[src/rtl/dmni_br_rx_queue.sv]
// Broadcast-receive queue: N_CH circular FIFOs of {payload, seq_source, ksvc} read via a small MMR window.
// Optional macro DMNI_BR_DROP_CNT_EN: drop mode with saturating DROP_CNT instead of backpressure.
module dmni_br_rx_queue #(
    parameter int PAYLOAD_W = 16,
    parameter int SEQ_W     = 16,
    parameter int KSVC_W    = 4,
    parameter int DEPTH     = 4,
    parameter int N_CH      = 2,
    localparam int CH_W     = (N_CH > 1) ? $clog2(N_CH) : 1,
    localparam int PKT_W    = PAYLOAD_W + SEQ_W + KSVC_W
) (
    input  logic             clk_i,
    input  logic             rst_ni,
    input  logic             rx_valid_i,
    output logic             rx_ready_o,
    input  logic [CH_W-1:0]  rx_ch_i,
    input  logic [PKT_W-1:0] rx_data_i,
    input  logic             mmr_en_i,
    input  logic             mmr_we_i,
    input  logic [4:0]       mmr_addr_i,
    input  logic [31:0]      mmr_data_i,
    output logic [31:0]      mmr_data_o,
    output logic             irq_o
);

    localparam int PTR_W = $clog2(DEPTH);
    localparam int CNT_W = PTR_W + 1;

    localparam logic [4:0] ADDR_HEAD    = 5'h00;
    localparam logic [4:0] ADDR_PAYLOAD = 5'h04;
    localparam logic [4:0] ADDR_IRQ_EN  = 5'h08;
    localparam logic [4:0] ADDR_STATUS  = 5'h0C;
    localparam logic [4:0] ADDR_DROP    = 5'h10;

    logic [PKT_W-1:0] mem_q    [N_CH][DEPTH];
    logic [PKT_W-1:0] mem_d    [N_CH][DEPTH];
    logic [PTR_W-1:0] wr_ptr_q [N_CH];
    logic [PTR_W-1:0] wr_ptr_d [N_CH];
    logic [PTR_W-1:0] rd_ptr_q [N_CH];
    logic [PTR_W-1:0] rd_ptr_d [N_CH];
    logic [CNT_W-1:0] cnt_q    [N_CH];
    logic [CNT_W-1:0] cnt_d    [N_CH];

    logic [2:0]       sel_q, sel_d;
    logic [N_CH-1:0]  irq_en_q, irq_en_d;
    logic [31:0]      rdata_q, rdata_d;
    logic             irq_q, irq_d;

    logic [N_CH-1:0]  nonempty, full, rx_hit, sel_hit;
    logic             rx_ch_ok, rx_full_sel, accept;
    logic             head_ne;
    logic [PKT_W-1:0] head_pkt;
    logic             mmr_rd, mmr_wr, pop;

`ifdef DMNI_BR_DROP_CNT_EN
    logic [15:0]      drop_cnt_q, drop_cnt_d;
    logic             drop;
`endif

    // Upper write-data bits beyond the register fields have no destination.
    logic unused_wdata;
    assign unused_wdata = ^mmr_data_i;

    always_comb begin
        nonempty    = '0;
        full        = '0;
        rx_hit      = '0;
        sel_hit     = '0;
        head_ne     = 1'b0;
        head_pkt    = '0;
        for (int c = 0; c < N_CH; c++) begin
            nonempty[c] = (cnt_q[c] != '0);
            full[c]     = (cnt_q[c] == CNT_W'(DEPTH));
            rx_hit[c]   = (rx_ch_i == CH_W'(c));
            sel_hit[c]  = (sel_q == 3'(c));
            if (sel_hit[c]) begin
                head_ne  = nonempty[c];
                head_pkt = mem_q[c][rd_ptr_q[c]];
            end
        end
        rx_ch_ok    = |rx_hit;
        rx_full_sel = |(rx_hit & full);
    end

    assign mmr_rd = mmr_en_i && !mmr_we_i;
    assign mmr_wr = mmr_en_i && mmr_we_i;
    assign pop    = mmr_rd && (mmr_addr_i == ADDR_PAYLOAD) && head_ne;
    assign accept = rx_valid_i && rx_ch_ok && !rx_full_sel;

`ifdef DMNI_BR_DROP_CNT_EN
    assign rx_ready_o = 1'b1;
    assign drop       = rx_valid_i && !accept;
`else
    // Invalid channels report ready so the sender never stalls on a packet nobody will take.
    assign rx_ready_o = !rx_full_sel;
`endif

    always_comb begin
        mem_d    = mem_q;
        wr_ptr_d = wr_ptr_q;
        rd_ptr_d = rd_ptr_q;
        cnt_d    = cnt_q;
        for (int c = 0; c < N_CH; c++) begin
            if (accept && rx_hit[c]) begin
                mem_d[c][wr_ptr_q[c]] = rx_data_i;
                wr_ptr_d[c]           = wr_ptr_q[c] + 1'b1;
            end
            if (pop && sel_hit[c]) begin
                rd_ptr_d[c] = rd_ptr_q[c] + 1'b1;
            end
            case ({accept && rx_hit[c], pop && sel_hit[c]})
                2'b10:   cnt_d[c] = cnt_q[c] + CNT_W'(1);
                2'b01:   cnt_d[c] = cnt_q[c] - CNT_W'(1);
                default: cnt_d[c] = cnt_q[c];
            endcase
        end
    end

    always_comb begin
        sel_d    = sel_q;
        irq_en_d = irq_en_q;
        if (mmr_wr && (mmr_addr_i == ADDR_HEAD)) begin
            for (int c = 0; c < N_CH; c++) begin
                if (mmr_data_i[2:0] == 3'(c)) begin
                    sel_d = mmr_data_i[2:0];
                end
            end
        end
        if (mmr_wr && (mmr_addr_i == ADDR_IRQ_EN)) begin
            irq_en_d = mmr_data_i[N_CH-1:0];
        end
        irq_d = |(nonempty & irq_en_q);
    end

    always_comb begin
        rdata_d = rdata_q;
        if (mmr_rd) begin
            rdata_d = '0;
            case (mmr_addr_i)
                ADDR_HEAD: begin
                    rdata_d[31]    = head_ne;
                    rdata_d[26:24] = sel_q;
                    if (head_ne) begin
                        rdata_d[KSVC_W-1:0] = head_pkt[KSVC_W-1:0];
                    end
                end
                ADDR_PAYLOAD: begin
                    if (head_ne) begin
                        rdata_d = 32'(head_pkt[PKT_W-1:KSVC_W]);
                    end
                end
                ADDR_IRQ_EN: rdata_d[N_CH-1:0] = irq_en_q;
                ADDR_STATUS: begin
                    rdata_d[N_CH-1:0]   = nonempty;
                    rdata_d[N_CH+7:8]   = full;
                end
`ifdef DMNI_BR_DROP_CNT_EN
                ADDR_DROP:   rdata_d[15:0] = drop_cnt_q;
`endif
                default:     rdata_d = '0;
            endcase
        end
    end

`ifdef DMNI_BR_DROP_CNT_EN
    // A drop in the same cycle as the clearing write is counted after the clear.
    always_comb begin
        drop_cnt_d = drop_cnt_q;
        if (mmr_wr && (mmr_addr_i == ADDR_DROP)) begin
            drop_cnt_d = drop ? 16'd1 : 16'd0;
        end else if (drop && (drop_cnt_q != 16'hFFFF)) begin
            drop_cnt_d = drop_cnt_q + 16'd1;
        end
    end

    always_ff @(posedge clk_i or negedge rst_ni) begin
        if (!rst_ni) begin
            drop_cnt_q <= '0;
        end else begin
            drop_cnt_q <= drop_cnt_d;
        end
    end
`endif

    always_ff @(posedge clk_i or negedge rst_ni) begin
        if (!rst_ni) begin
            for (int c = 0; c < N_CH; c++) begin
                wr_ptr_q[c] <= '0;
                rd_ptr_q[c] <= '0;
                cnt_q[c]    <= '0;
            end
            sel_q    <= '0;
            irq_en_q <= '0;
            rdata_q  <= '0;
            irq_q    <= 1'b0;
        end else begin
            wr_ptr_q <= wr_ptr_d;
            rd_ptr_q <= rd_ptr_d;
            cnt_q    <= cnt_d;
            sel_q    <= sel_d;
            irq_en_q <= irq_en_d;
            rdata_q  <= rdata_d;
            irq_q    <= irq_d;
        end
    end

    // Entry storage carries no reset; occupancy is tracked by the counters alone.
    always_ff @(posedge clk_i) begin
        mem_q <= mem_d;
    end

    assign mmr_data_o = rdata_q;
    assign irq_o      = irq_q;

endmodule

[config.mk]
export PLATFORM = sky130hd
export DESIGN_NAME = dmni_br_rx_queue
export DESIGN_NICKNAME = d
export VERILOG_FILES = /design/src/rtl/dmni_br_rx_queue.sv
export SDC_FILE = /design/constraint.sdc
export NUM_CORES = 1
export LEC_CHECK = 0
export CORE_ASPECT_RATIO = 0.75
export CORE_UTILIZATION = 60
export DETAILED_ROUTE_END_ITERATION = 8
export PLACE_DENSITY = 0.79
export SLEW_MARGIN = 0
export SYNTH_ARGS = -nofsm -noshare
export SYNTH_HDL_FRONTEND = slang
export SYNTH_SLANG_ARGS = --single-unit
export TNS_END_PERCENT = 50
[constraint.sdc]
create_clock -name clk_i -period 5.1 [get_ports clk_i]
set_input_delay 0.765 -clock clk_i [delete_from_list [all_inputs] [get_ports clk_i]]
set_output_delay 0.765 -clock clk_i [all_outputs]
set_load 0.02 [all_outputs]
==> reports/metrics.cfg <==
[power]
ir_drop_mv = 0.306
power_density_mw_per_mm2 = 425
comb_power_share_pct = 12.9
cellLeakagePower_nw = 5.19
seq_power_share_pct = 53.5
p_sw_share_pct = 24.6
pwr-share-clk_pct = 33.6
p_int_mw = 4.95
p_sw_mw = 1.61
fin_total_pwr_mw = 6.56

[timing]
hold_ws_ps = 394
tightest_slew_ps = 1160
finalCritPeriodShare_pct = 65.1
finalHoldViolations = 0
period_needed_ps = 3320
clock_skew_ps = 13.6
setup_viol_count_final = 0
fin_tns_setup_ps = 0
fmax_mhz = 301
timing.slew.headroom_pct = 22.8
drv_slew = 0
rsz0062_at_grt = false

[worst_setup_path]
crit_top_cell = xor2_1
cp-end-kind = flop
crit_chain = clkdlybuf4s50_1 -> or4_4 -> a2111oi_4 -> buf_4 -> and3_1 -> ha_1 -> inv_1 -> fa_1 -> xor2_1 -> nor2_1 -> xor2_1
r2r_start = sel_q[0]
cp-startpoint = mmr_addr_i[4]
crit_buf_inv = 3
path_class = input port to flop
critPathLaunchType = input port
critPathSlowestCell = or4_4
crit_family = simple AND/OR/NAND/NOR gates
worstPathMaxFanout = 20
max_stage_delay_ps = 580
arrival_ps = 3790
cp.required_ps = 5570

[clocking]
cts_root_buf = clkbuf_16
post_cts_resized = 0
cts_setup_buffers = 0
clkLatencyLatePin_ps = 550
cts_buffers = 30
htree_levels = 1
clk_path_buf_depth = 3
hold_buffers = 0
clkTransAtPathRegs_ps = 60
cts_sinks = 340
cts_tree = done

[run]
max-cap-violations = 0

[route]
drtPass1Iterations = 5
drtAntennaViolNets = 0
vias = 7143
drcViolationCount = 0
via_per_inst = 6.38
drt_iter0_drc = 748
finalWirelength_mm = 28.9
wl_per_cell_microns = 25.8

[place]
routabilityCongestion = 0.769
dpl.hpwl_mm = 16.4
dp_cells = 1064
port_buffers = 83
placed_area_sq_mm = 0.0145

[grt]
grt_pass1_wl_mm = 44.6
antenna_found_initial = 0
grt-ovfl-total = 0
grtUsageTotal_pct = 26.4
grt_max_degree = 53
first_global_vias = 7516

[synthesis]
yosys_warnings = 0
ys_top_cells_by_count = 288 x edfxtp_1, 58 x mux4_2, 52 x dfrtp_1
synth-edff-count = 288
yosys-top-cells-area = edfxtp_1 65%, mux4_2 9.8%, dfrtp_1 9.8%, mux2i_1 2.8%, nand4_1 2.0%
async_reset_ff_share_pct = 15.3
yosys_most_used_dff = edfxtp_1
syn-cell-area_sq_mm = 0.0133
syn_avg_cell_area_sq_um = 18.7
syn_nets = 806
ys_seq_area_share_pct = 74.6
ys_types = 46
synth_top_area_share_pct = 64.8
synth.largest_area_cell = edfxtp_1
ys_ff_latch = 340
synth_most_common_cell = edfxtp_1
syn_inst = 715

[die]
start_util_pct = 62.1
die-area_sq_mm = 0.0228
core_area_sq_mm = 0.0215
ios = 113
fp.dieH_microns = 131
std_cell_rows = 46
die_w_microns = 174

[finish]
fill_cells = 1308
final_nets = 899
n_antenna_cell = 0
design_area_sq_mm = 0.0155
stdcell_count = 1120
drive_gt1_share_pct = 17.2
area_growth_syn_to_layout_pct = 15.9

[run_status]
status = finished clean

[hold_path]
holdCritPathClass = input port to async pin

## final timing paths
path	end	slack, ps	cells after the start
hold reg to reg	mmr_data_o[15]	490	2
max in group asynchronous	rd_ptr_q[2]	4100	2
hold / removal	mmr_data_o[27]	390	2
min in group clk_i	mmr_data_o[15]	490	2
setup reg to reg	cnt_q[2]	1980	10
setup / recovery	cnt_q[2]	1780	11
## power groups by stage
| stage | clock network [mW] | registers [mW] | logic, mW |
|---|---|---|---|
| 6_report | 2.20 | 3.51 | 0.850 |
| 5_1_grt | 2.34 | 3.54 | 0.916 |
| 4_1_cts | 2.23 | 3.51 | 0.858 |
| 3_5_place_dp | 0 | 3.56 | 0.852 |
| 3_3_place_gp | 0 | 3.54 | 0.813 |
| 2_1_floorplan | 0 | 3.48 | 0.570 |
## sequential cells by signal, summed over array words and instances (netlist names)
name and count:
mem_q 288, mmr_data_o 32, cnt_q 6, rd_ptr_q 4, wr_ptr_q 4, sel_q 3
irq_en_q 2, irq_o 1
## worst register-to-register path, delay by kind of cell, from the launching register on
family / cells / cell delay [ps]
fa+ha+maj: 2 / 590
xor+xnor: 2 / 310
flops: 1 / 730
buf+inv: 3 / 760
simple gates: 3 / 640
## cell families (layout without fill, tap and decap cells)
kind of cell / count (synthesis) / count (layout) / synth area share, %
AOI/OAI and AO/OA: 45 / 45 / 2.43
buffers and inverters: 58 / 175 / 1.89
adders and majority gates: 12 / 12 / 1.24
muxes: 100 / 100 / 13.0
DFF: 340 / 340 / 74.6
and+or+nand+nor: 148 / 148 / 6.08
xor gates and xnor gates: 12 / 12 / 0.788
## through the flow
| step | util (%) | setup slack, ps |
|---|---|---|
| floorplan | - | 2050 |
| global placement | 67.6 | 1350 |
| detailed placement | 67.6 | 1240 |
| CTS | 72.0 | 1820 |
| global route | 72.0 | 1660 |
| finish | 72.0 | 1780 |
## area by class of cell
class	count	area, sq um	share of cell area, %
multi-input cells	317	3160	20.4
well taps	288	360	2.33
repair buffers	102	963	6.23
inverters	17	63.8	0.413
clock inverters	11	108	0.696
clock buffers	45	848	5.49
flip-flops and latches	340	9950	64.4
## routing by layer
layer	share of wire [%]	GRT usage (%)
met3	6.5	3.88
met4	2.6	7.99
met5	0	0
met1	42	37.0
met2	49	43.7
## cell usage in the layout, fill, tap and decap left out, drive strengths merged, types with 8 or more instances in the layout
master | synthesis | final
inv | 17 | 17
clkinv | 0 | 8
clkbuf | 27 | 45
and2 | 9 | 9
nand3 | 23 | 23
nand4 | 43 | 43
edfxtp | 288 | 288
o22ai | 15 | 15
dfrtp | 52 | 52
mux2i | 37 | 37
nor2 | 11 | 11
buf | 14 | 21
ha | 10 | 10
mux4 | 58 | 58
clkdlybuf4s50 | 0 | 81
nand2 | 36 | 36
Note: power is estimated with default switching activity, not from simulation.
